--- src/rtl/daq_frame_rx.sv ---
// Receive-side checker for the 19-bit ALCT DAQ stream: frames the stream, validates
// header/trailer/count words, extracts header fields and CRC words, forwards body words.
module daq_frame_rx #(
  parameter int MAX_WORDS = 2047
) (
  input  logic        clk,
  input  logic        hard_rst,
  input  logic [18:0] daqp,
  output logic [18:0] pay_data,
  output logic        pay_valid,
  output logic [11:0] bxn_l1a,
  output logic [11:0] l1a_count,
  output logic [11:0] readout_count,
  output logic [18:0] crc0,
  output logic [18:0] crc1,
  output logic [10:0] frame_len,
  output logic        frame_done,
  output logic        frame_ok,
  output logic [4:0]  err,
  output logic [15:0] good_frames,
  output logic [15:0] bad_frames,
  output logic [2:0]  state_dbg
);

  localparam logic [2:0] S_IDLE = 3'd0;
  localparam logic [2:0] S_HDR1 = 3'd1;
  localparam logic [2:0] S_HDR2 = 3'd2;
  localparam logic [2:0] S_HDR3 = 3'd3;
  localparam logic [2:0] S_BODY = 3'd4;
  localparam logic [2:0] S_CRC0 = 3'd5;
  localparam logic [2:0] S_CRC1 = 3'd6;
  localparam logic [2:0] S_WCNT = 3'd7;

  localparam logic [18:0] HDR_MARK = 19'h0DB0A;
  localparam logic [18:0] TRL_MARK = 19'h0DE0D;
  localparam logic [10:0] MAX_WC   = 11'(MAX_WORDS);

  logic [2:0]  state_q, state_d;
  logic [10:0] wc_q, wc_d;
  logic [4:0]  err_run_q, err_run_d;
  logic [4:0]  err_q, err_d;
  logic [18:0] pay_data_q, pay_data_d;
  logic        pay_valid_q, pay_valid_d;
  logic [11:0] bxn_q, bxn_d, l1a_q, l1a_d, rdc_q, rdc_d;
  logic [18:0] crc0_q, crc0_d, crc1_q, crc1_d;
  logic [10:0] frame_len_q, frame_len_d;
  logic        frame_done_q, frame_done_d;
  logic        frame_ok_q, frame_ok_d;
  logic [15:0] good_q, good_d, bad_q, bad_d;

  logic        is_idle, is_hdr, is_trl, pfx_ok, tag_ok;
  logic [10:0] wc_inc;
  logic        fin, restart;
  logic [4:0]  fin_err;

  assign is_idle = daqp[18];
  assign is_hdr  = (daqp == HDR_MARK);
  assign is_trl  = (daqp == TRL_MARK);
  assign pfx_ok  = (daqp[18:12] == 7'h0D);
  assign tag_ok  = (daqp[18:11] == 8'b00111010);
  assign wc_inc  = wc_q + 11'd1;

  always_comb begin
    state_d      = state_q;
    wc_d         = wc_q;
    err_run_d    = err_run_q;
    pay_data_d   = pay_data_q;
    pay_valid_d  = 1'b0;
    bxn_d        = bxn_q;
    l1a_d        = l1a_q;
    rdc_d        = rdc_q;
    crc0_d       = crc0_q;
    crc1_d       = crc1_q;
    frame_len_d  = frame_len_q;
    frame_done_d = 1'b0;
    frame_ok_d   = frame_ok_q;
    good_d       = good_q;
    bad_d        = bad_q;
    fin          = 1'b0;
    restart      = 1'b0;
    fin_err      = 5'd0;

    case (state_q)
      S_IDLE: begin
        if (is_hdr) begin
          state_d   = S_HDR1;
          wc_d      = 11'd1;
          err_run_d = 5'd0;
        end
      end
      default: begin
        if (is_idle) begin
          err_run_d[0] = 1'b1;
          fin          = 1'b1;
          fin_err      = err_run_d;
          frame_len_d  = wc_q;
          state_d      = S_IDLE;
        end else if (state_q == S_BODY && is_hdr) begin
          // The marker that kills this frame is also the first word of the next one.
          restart     = 1'b1;
          fin         = 1'b1;
          fin_err     = err_run_q | 5'b10000;
          frame_len_d = wc_q;
          err_run_d   = 5'd0;
          wc_d        = 11'd1;
          state_d     = S_HDR1;
        end else if (state_q != S_WCNT && wc_inc == MAX_WC) begin
          err_run_d[4] = 1'b1;
          fin          = 1'b1;
          fin_err      = err_run_d;
          wc_d         = wc_inc;
          frame_len_d  = wc_inc;
          state_d      = S_IDLE;
        end else begin
          wc_d = wc_inc;
          case (state_q)
            S_HDR1: begin
              if (!pfx_ok) err_run_d[1] = 1'b1;
              bxn_d   = daqp[11:0];
              state_d = S_HDR2;
            end
            S_HDR2: begin
              if (!pfx_ok) err_run_d[1] = 1'b1;
              l1a_d   = daqp[11:0];
              state_d = S_HDR3;
            end
            S_HDR3: begin
              if (!pfx_ok) err_run_d[1] = 1'b1;
              rdc_d   = daqp[11:0];
              state_d = S_BODY;
            end
            S_BODY: begin
              if (is_trl) begin
                state_d = S_CRC0;
              end else begin
                pay_data_d  = daqp;
                pay_valid_d = 1'b1;
              end
            end
            S_CRC0: begin
              crc0_d  = daqp;
              state_d = S_CRC1;
            end
            S_CRC1: begin
              crc1_d  = daqp;
              state_d = S_WCNT;
            end
            default: begin
              if (!tag_ok) err_run_d[2] = 1'b1;
              if (daqp[10:0] != wc_inc) err_run_d[3] = 1'b1;
              frame_len_d = wc_inc;
              fin         = 1'b1;
              fin_err     = err_run_d;
              state_d     = S_IDLE;
            end
          endcase
        end
      end
    endcase

    if (fin) begin
      frame_done_d = 1'b1;
      frame_ok_d   = (fin_err == 5'd0);
      if (fin_err == 5'd0) begin
        if (good_q != 16'hFFFF) good_d = good_q + 16'd1;
      end else begin
        if (bad_q != 16'hFFFF) bad_d = bad_q + 16'd1;
      end
    end

    // On a restart the visible flags describe the frame just ended, not the new one.
    err_d = restart ? fin_err : err_run_d;
  end

  always_ff @(posedge clk) begin
    if (!hard_rst) begin
      state_q      <= S_IDLE;
      wc_q         <= 11'd0;
      err_run_q    <= 5'd0;
      err_q        <= 5'd0;
      pay_data_q   <= 19'd0;
      pay_valid_q  <= 1'b0;
      bxn_q        <= 12'd0;
      l1a_q        <= 12'd0;
      rdc_q        <= 12'd0;
      crc0_q       <= 19'd0;
      crc1_q       <= 19'd0;
      frame_len_q  <= 11'd0;
      frame_done_q <= 1'b0;
      frame_ok_q   <= 1'b0;
      good_q       <= 16'd0;
      bad_q        <= 16'd0;
    end else begin
      state_q      <= state_d;
      wc_q         <= wc_d;
      err_run_q    <= err_run_d;
      err_q        <= err_d;
      pay_data_q   <= pay_data_d;
      pay_valid_q  <= pay_valid_d;
      bxn_q        <= bxn_d;
      l1a_q        <= l1a_d;
      rdc_q        <= rdc_d;
      crc0_q       <= crc0_d;
      crc1_q       <= crc1_d;
      frame_len_q  <= frame_len_d;
      frame_done_q <= frame_done_d;
      frame_ok_q   <= frame_ok_d;
      good_q       <= good_d;
      bad_q        <= bad_d;
    end
  end

  assign pay_data      = pay_data_q;
  assign pay_valid     = pay_valid_q;
  assign bxn_l1a       = bxn_q;
  assign l1a_count     = l1a_q;
  assign readout_count = rdc_q;
  assign crc0          = crc0_q;
  assign crc1          = crc1_q;
  assign frame_len     = frame_len_q;
  assign frame_done    = frame_done_q;
  assign frame_ok      = frame_ok_q;
  assign err           = err_q;
  assign good_frames   = good_q;
  assign bad_frames    = bad_q;
  assign state_dbg     = state_q;

endmodule

--- config.mk ---
export PLATFORM = sky130hd
export DESIGN_NAME = daq_frame_rx
export DESIGN_NICKNAME = d
export VERILOG_FILES = /design/src/rtl/daq_frame_rx.sv
export SDC_FILE = /design/constraint.sdc
export NUM_CORES = 1
export LEC_CHECK = 0
export BUFFER_PORTS_ARGS = -buffer_cell sky130_fd_sc_hd__buf_2
export CAP_MARGIN = 5
export CORE_MARGIN = 1.5
export CORE_UTILIZATION = 54
export CTS_CLUSTER_DIAMETER = 120
export DETAILED_ROUTE_END_ITERATION = 7
export PLACE_DENSITY = 0.8
export SYNTH_ARGS = -nofsm -noshare
export SYNTH_HDL_FRONTEND = slang
export SYNTH_SLANG_ARGS = --single-unit
--- constraint.sdc ---
create_clock -name clk -period 3.95 [get_ports clk]
set_clock_uncertainty 0.05 [all_clocks]
set_input_delay 0.79 -clock clk [delete_from_list [all_inputs] [get_ports clk]]
set_output_delay 0.79 -clock clk [all_outputs]
set_load 0.01 [all_outputs]
# Word-level counts from Yosys, hierarchy flattened
# Cells that the tools add are included.
# classes
add_sub_neg	3
n_eq_ne	19
n_mux	44
bitwise	8
reduce_logical	18
# op_table
op	n
two-way mux 11 bit	8
two-way mux 5 bit	8
== test 19 x 16 -> 1 bit, second input constant	2
adder 16 x 1 -> 16 bit, second input constant	2
!= test 16 bit, second input constant	2
AND reduction 5 bit	5
two-way mux 3 bit	7
one-hot mux 3 bit (6 select lines)	1
two-way mux 1 bit	17
OR reduction 6 bit	2
adder 11 x 1 -> 11 bit, second input constant	1
== test 11 bit, second input constant	1
!= test 11 bit	1
== test 3 bit, second input constant	3
== test 8 x 6 -> 1 bit, second input constant	1
two-way mux 4 bit	2
inverter 1 bit	8
== test 7 x 4 -> 1 bit, second input constant	1
== test 3 x 2 -> 1 bit, second input constant	2
!= test 6 x 3 -> 1 bit, second input constant	1
AND reduction 2 bit	3
AND reduction 3 bit	2
AND reduction 6 bit	1
zero test 5 bit	1
other kinds (9)	10
# totals
reg_bits	160
out_inout_bits	147
word_cells	108

# Longest topological paths before layout
# logic_depth
word_depth	11
ltp_mapped	13
depth_no_buf	10

# Worst setup path after synthesis
# Ideal clock, no wire load.
# synth_timing
kind	input-to-reg
from	in daqp[8]
to	reg good_q[11] (netlist: good_frames[11])
arrival_ps	3373
setup_slack_ps	457
path_stages	10
path_buffers	2
path_cell_list	buf_2 > xor2_1 > or4b_1 > o32ai_2 > o21ai_1 > o21a_1 > or4_1 > buf_2 > or4_1 > a21oi_1
# synth_via
elab_chain_cells	9
word_cells_on_any_way	14
cone_classes	2 x eq/ne; 9 x mux; 3 x reduce/logical
# synth_lines
item	line_no	rtl
from (decl)	8	input logic [18:0] daqp,
!= test 11 bit	150	if (daqp[10:0] != wc_inc) err_run_d[3] = 1'b1;
two-way mux 1 bit	150	
two-way mux 5 bit	116	case (state_q)
two-way mux 5 bit	107	end else if (state_q != S_WCNT && wc_inc == MAX_WC) begin
two-way mux 5 bit	98	end else if (state_q == S_BODY && is_hdr) begin
two-way mux 5 bit	92	if (is_idle) begin
two-way mux 5 bit	83	case (state_q)
zero test 5 bit	164	if (fin_err == 5'd0) begin
AND reduction 3 bit (no line) *	-	
to (signal assigned)	208	good_q <= good_d;
to (decl)	49	logic [15:0] good_q, good_d, bad_q, bad_d;
# Every way passes the cells marked *; elsewhere a longest branch is shown, timed or not.
# A chain may end at the register's enable or synchronous reset.

# Final worst setup path
# layout_timing
from	reg wc_q[1]
to	reg good_q[10] (netlist: good_frames[10])
# layout_via
elab_chain_cells	10
word_cells_on_any_way	16
cone_classes	1 x add/sub; 2 x eq/ne; 10 x mux; 3 x reduce/logical
# layout_lines
item	line_no	rtl
from (decl)	39	logic [10:0] wc_q, wc_d;
from (signal assigned)	195	wc_q <= wc_d;
adder 11 x 1 -> 11 bit *	61	assign wc_inc = wc_q + 11'd1;
!= test 11 bit	150	
two-way mux 1 bit	150	
two-way mux 5 bit	116	
two-way mux 5 bit	107	
two-way mux 5 bit	98	
two-way mux 5 bit	92	
two-way mux 5 bit	83	
zero test 5 bit	164	
AND reduction 3 bit (no line) *	-	
# Marks and branches as above.

==> key figures <==
Run status
  – Status: complete, no violations

Clock network
  – CTS H-Tree Depth: 4
  – CTS tree: done
  – Bufs on Longest Clock Path: 2
  – Total setup buffers inserted after CTS: 0
  – Clk slew on worst S/H paths: approximately 0.06 ns
  – Clk_lat worst skew: around 0.43 ns
  – Post-CTS Resized: 0
  – Clk root buf: clkbuf_16
  – Post-CTS Hold Fix Bufs: 0
  – CTS sink count: 160
  – CTS buffer count: 17

STA
  – Final hold violation count: 0
  – Setup violations, final: 0
  – Slew Viols, Final: 0
  – FMAX: roughly 0.28 GHz
  – RSZ-0062 raised after global routing: no
  – Final setup TNS: 0 ns
  – Final min period: around 3.6 ns
  – Tcrit/Tclk final: 0.919
  – Worst-margin pin slew: approximately 0.85 ns
  – Max_slew headroom: 0.431

Routing
  – Vias per inst: between 5 and 6
  – DR DRC count: 0
  – Via count: around 6,600
  – DR WL/cell: around 16 um
  – DRT iter0 DRCs: 580
  – ANT nets after route: 0
  – Drt first pass iters: 5
  – Total wire length: 19,200 um

Critical path
  – Reg-to-reg slack, setup: between 0.3 and 0.4 ns
  – CP bufs+invs: 0
  – Worst r2r src: wc_q[1]
  – Crit path launch type: flop
  – Critical path class: flop to flop
  – CP Cell Sequence: ha_1, a21oi_1, or3_1, a311oi_1, nor3_1, o21a_1, or4_4, or4_1, a21oi_1
  – R2R depth: 9
  – Worst path most repeated cell: a21oi_1
  – Crit-path slowest cell: or4_4
  – CP required: around 4.3 ns
  – Critical path arrival: between 3 and 4 ns
  – CP peak stage delay: between 0.6 and 0.7 ns
  – Worst R2R End: good_frames[10]
  – Setup crit end kind: flop
  – Critical Path Fanout Max: 24
  – Crit path max-delay family: simple AND/OR/NAND/NOR gates

Hold path
  – Hold Path Stages: 2
  – Hold Path Class: flop to flop
  – Hold path start: frame_len[5]
  – Worst Hold End: frame_len[5]

Place
  – PortBufs: around 160
  – Area after DPL: 0.00826 sq mm
  – GP Congestion: 0.936
  – Post-DP HPWL: 13,100 um

Floorplanning
  – Die Wd: approximately 120 um
  – Die Span Y: about 120 um
  – Io pins: around 170
  – Total Die Area: about 0.014 sq mm
  – Initial Util: 0.553
  – Row count: 42
  – Floorplan core area: 0.0132 sq mm

Synthesis
  – Yosys warns: 0
  – Async set or reset register ratio after synthesis: 0
  – Top cells by area, synth: dfxtp_1 (44%), mux2i_1 (13%), nor2_1 (7.6%)
  – Flops & latches, synth: 160
  – Post-synth top area share: 0.437
  – Post-synthesis cell count: around 850
  – Area leader, netlist: dfxtp_1
  – Seq/Total Area, Yosys: 0.437
  – EDFF count, synth: 0
  – Post-Syn Area: between 0.007 and 0.008 sq mm
  – Dominant synthesized flop cell: dfxtp_1
  – Cell variety after synth: between 60 and 70
  – Post-Syn Area per Cell: 8.66 sq um

Power and ir drop
  – Max rail drop VDD: about 400 uV
  – Logic pwr share: 0.029
  – Pleak: roughly 0.0038 uW
  – PwrDens: about 380 mW/mm^2
  – Flop pwr share: 0.477
  – Sw Ratio: 0.227
  – Pint: around 2600 uW
  – Clock network fraction of total power: 0.495
  – Switching pwr: around 770 uW

GRT
  – Remaining Overflow, GRT: 0
  – First-pass GRT wire length: around 31,000 um
  – Vias in the first global route: 6,090
  – Total GRT Usage: 0.273
  – Largest net degree at the start of global routing: 83
  – Antenna violations before repair: 1

Final layout
  – Multi-input logic area: about 0.0037 sq mm
  – Share of cells above drive strength 1: 0.235
  – Fin area: a little under 0.009 sq mm
  – Reg area: 0.00320 sq mm
  – P&R area growth vs syn: 21.1%
  – ANT cells: 0
  – Final layout net count: approximately 1,000
  – Final-layout fill cell count: between 1,000 and 1,500

Run
  – Max-cap violations: 0
## how the worst max path moves through the flow
stage / from / endpoint / cells after the start
finish: wc_q[1] / good_frames[10] / 9
CTS: wc_q[1] / good_frames[10] / 9
global route: wc_q[1] / good_frames[11] / 9
detailed placement: daqp[8] / good_frames[10] / 9
floorplan: daqp[8] / good_frames[11] / 10
global placement: daqp[8] / good_frames[8] / 9
## area by class of cell
class                      instances  share of cell area
sequential                       160               0.361
tap                              176              0.0248
clock inverter                    13              0.0172
multi-input combinational        596               0.423
clock buffer                      19              0.0511
timing repair buffer             188               0.114
inverter                          20             0.00875
## Yosys cell counts (10+ instances only)
master,instances
nor4_1,11
nand2_1,37
inv_1,20
o21ai_0,27
nor3_1,18
or3_1,24
mux2i_1,98
xor2_1,10
buf_2,18
dfxtp_1,160
clkbuf_1,45
a21oi_1,59
xnor2_1,15
nand3_1,29
nor2_1,149
## power by group through the flow
| stage | Combinational, uW | Clock, uW | Sequential (uW) |
|---|---|---|---|
| 2_1_floorplan | 61.2 | 0 | 1650 |
| 3_3_place_gp | 95.2 | 0 | 1650 |
| 3_5_place_dp | 96.3 | 0 | 1650 |
| 4_1_cts | 96.2 | 1700 | 1610 |
| 5_1_grt | 105 | 1770 | 1610 |
| 6_report | 96.4 | 1670 | 1610 |
## worst register-to-register path: stages (launching register included)
cell	delay, ns
dfxtp_1	0.50
ha_1	0.47
a21oi_1	0.11
or3_1	0.32
a311oi_1	0.43
nor3_1	0.20
o21a_1	0.26
or4_4	0.62
or4_1	0.44
a21oi_1	0.15
## flip-flops by register name, summed over array words and instances, names as in the netlist, 3 cells and up
register	count
readout_count	12
pay_data	18
l1a_count	12
bad_frames	16
bxn_l1a	12
crc1	18
good_frames	16
frame_len	11
wc_q	11
err	5
state_dbg	3
crc0	18
err_run_q	5
## placed cells by master, fill, tap and decap left out, types with 23 or more instances in the layout
cell type / instances
mux2i_1: 98
or3_1: 24
a21oi_1: 59
dfxtp_1: 160
nand2_1: 37
buf_4: 23
nand3_1: 29
o21ai_0: 27
buf_2: 164
nor2_1: 149
## metal layers
metal,GRT usage,part of all wire
met1,0.359,0.44
met2,0.428,0.46
met3,0.0905,0.085
met4,0.0796,0.016
met5,0,0
## logic make-up after synthesis
| family | after synthesis | share of synthesized area |
|---|---|---|
| flops | 160 | 0.437 |
| mux | 98 | 0.134 |
| buf+inv | 92 | 0.0548 |
| xor+xnor | 25 | 0.0299 |
| fa+ha+maj | 5 | 0.00854 |
| other cells | 1 | 0.000512 |
| simple gates | 336 | 0.226 |
| compound gates | 129 | 0.108 |
## stage by stage
step / worst slack (ns) / util / total power, uW / hold slack [ns] / instances
finish: 0.320 / 0.670 / 3380 / 0.401 / 1172
global route: 0.00996 / 0.670 / 3490 / 0.436 / 1172
CTS: 0.362 / 0.670 / 3410 / 0.402 / 1172
detailed placement: 0.252 / 0.624 / 1750 / 0.394 / 1140
global placement: 0.319 / 0.624 / 1740 / 0.388 / 1140
floorplan: 0.457 / - / 1710 / 0.399 / 848
Power figures use the tool's default switching activity.
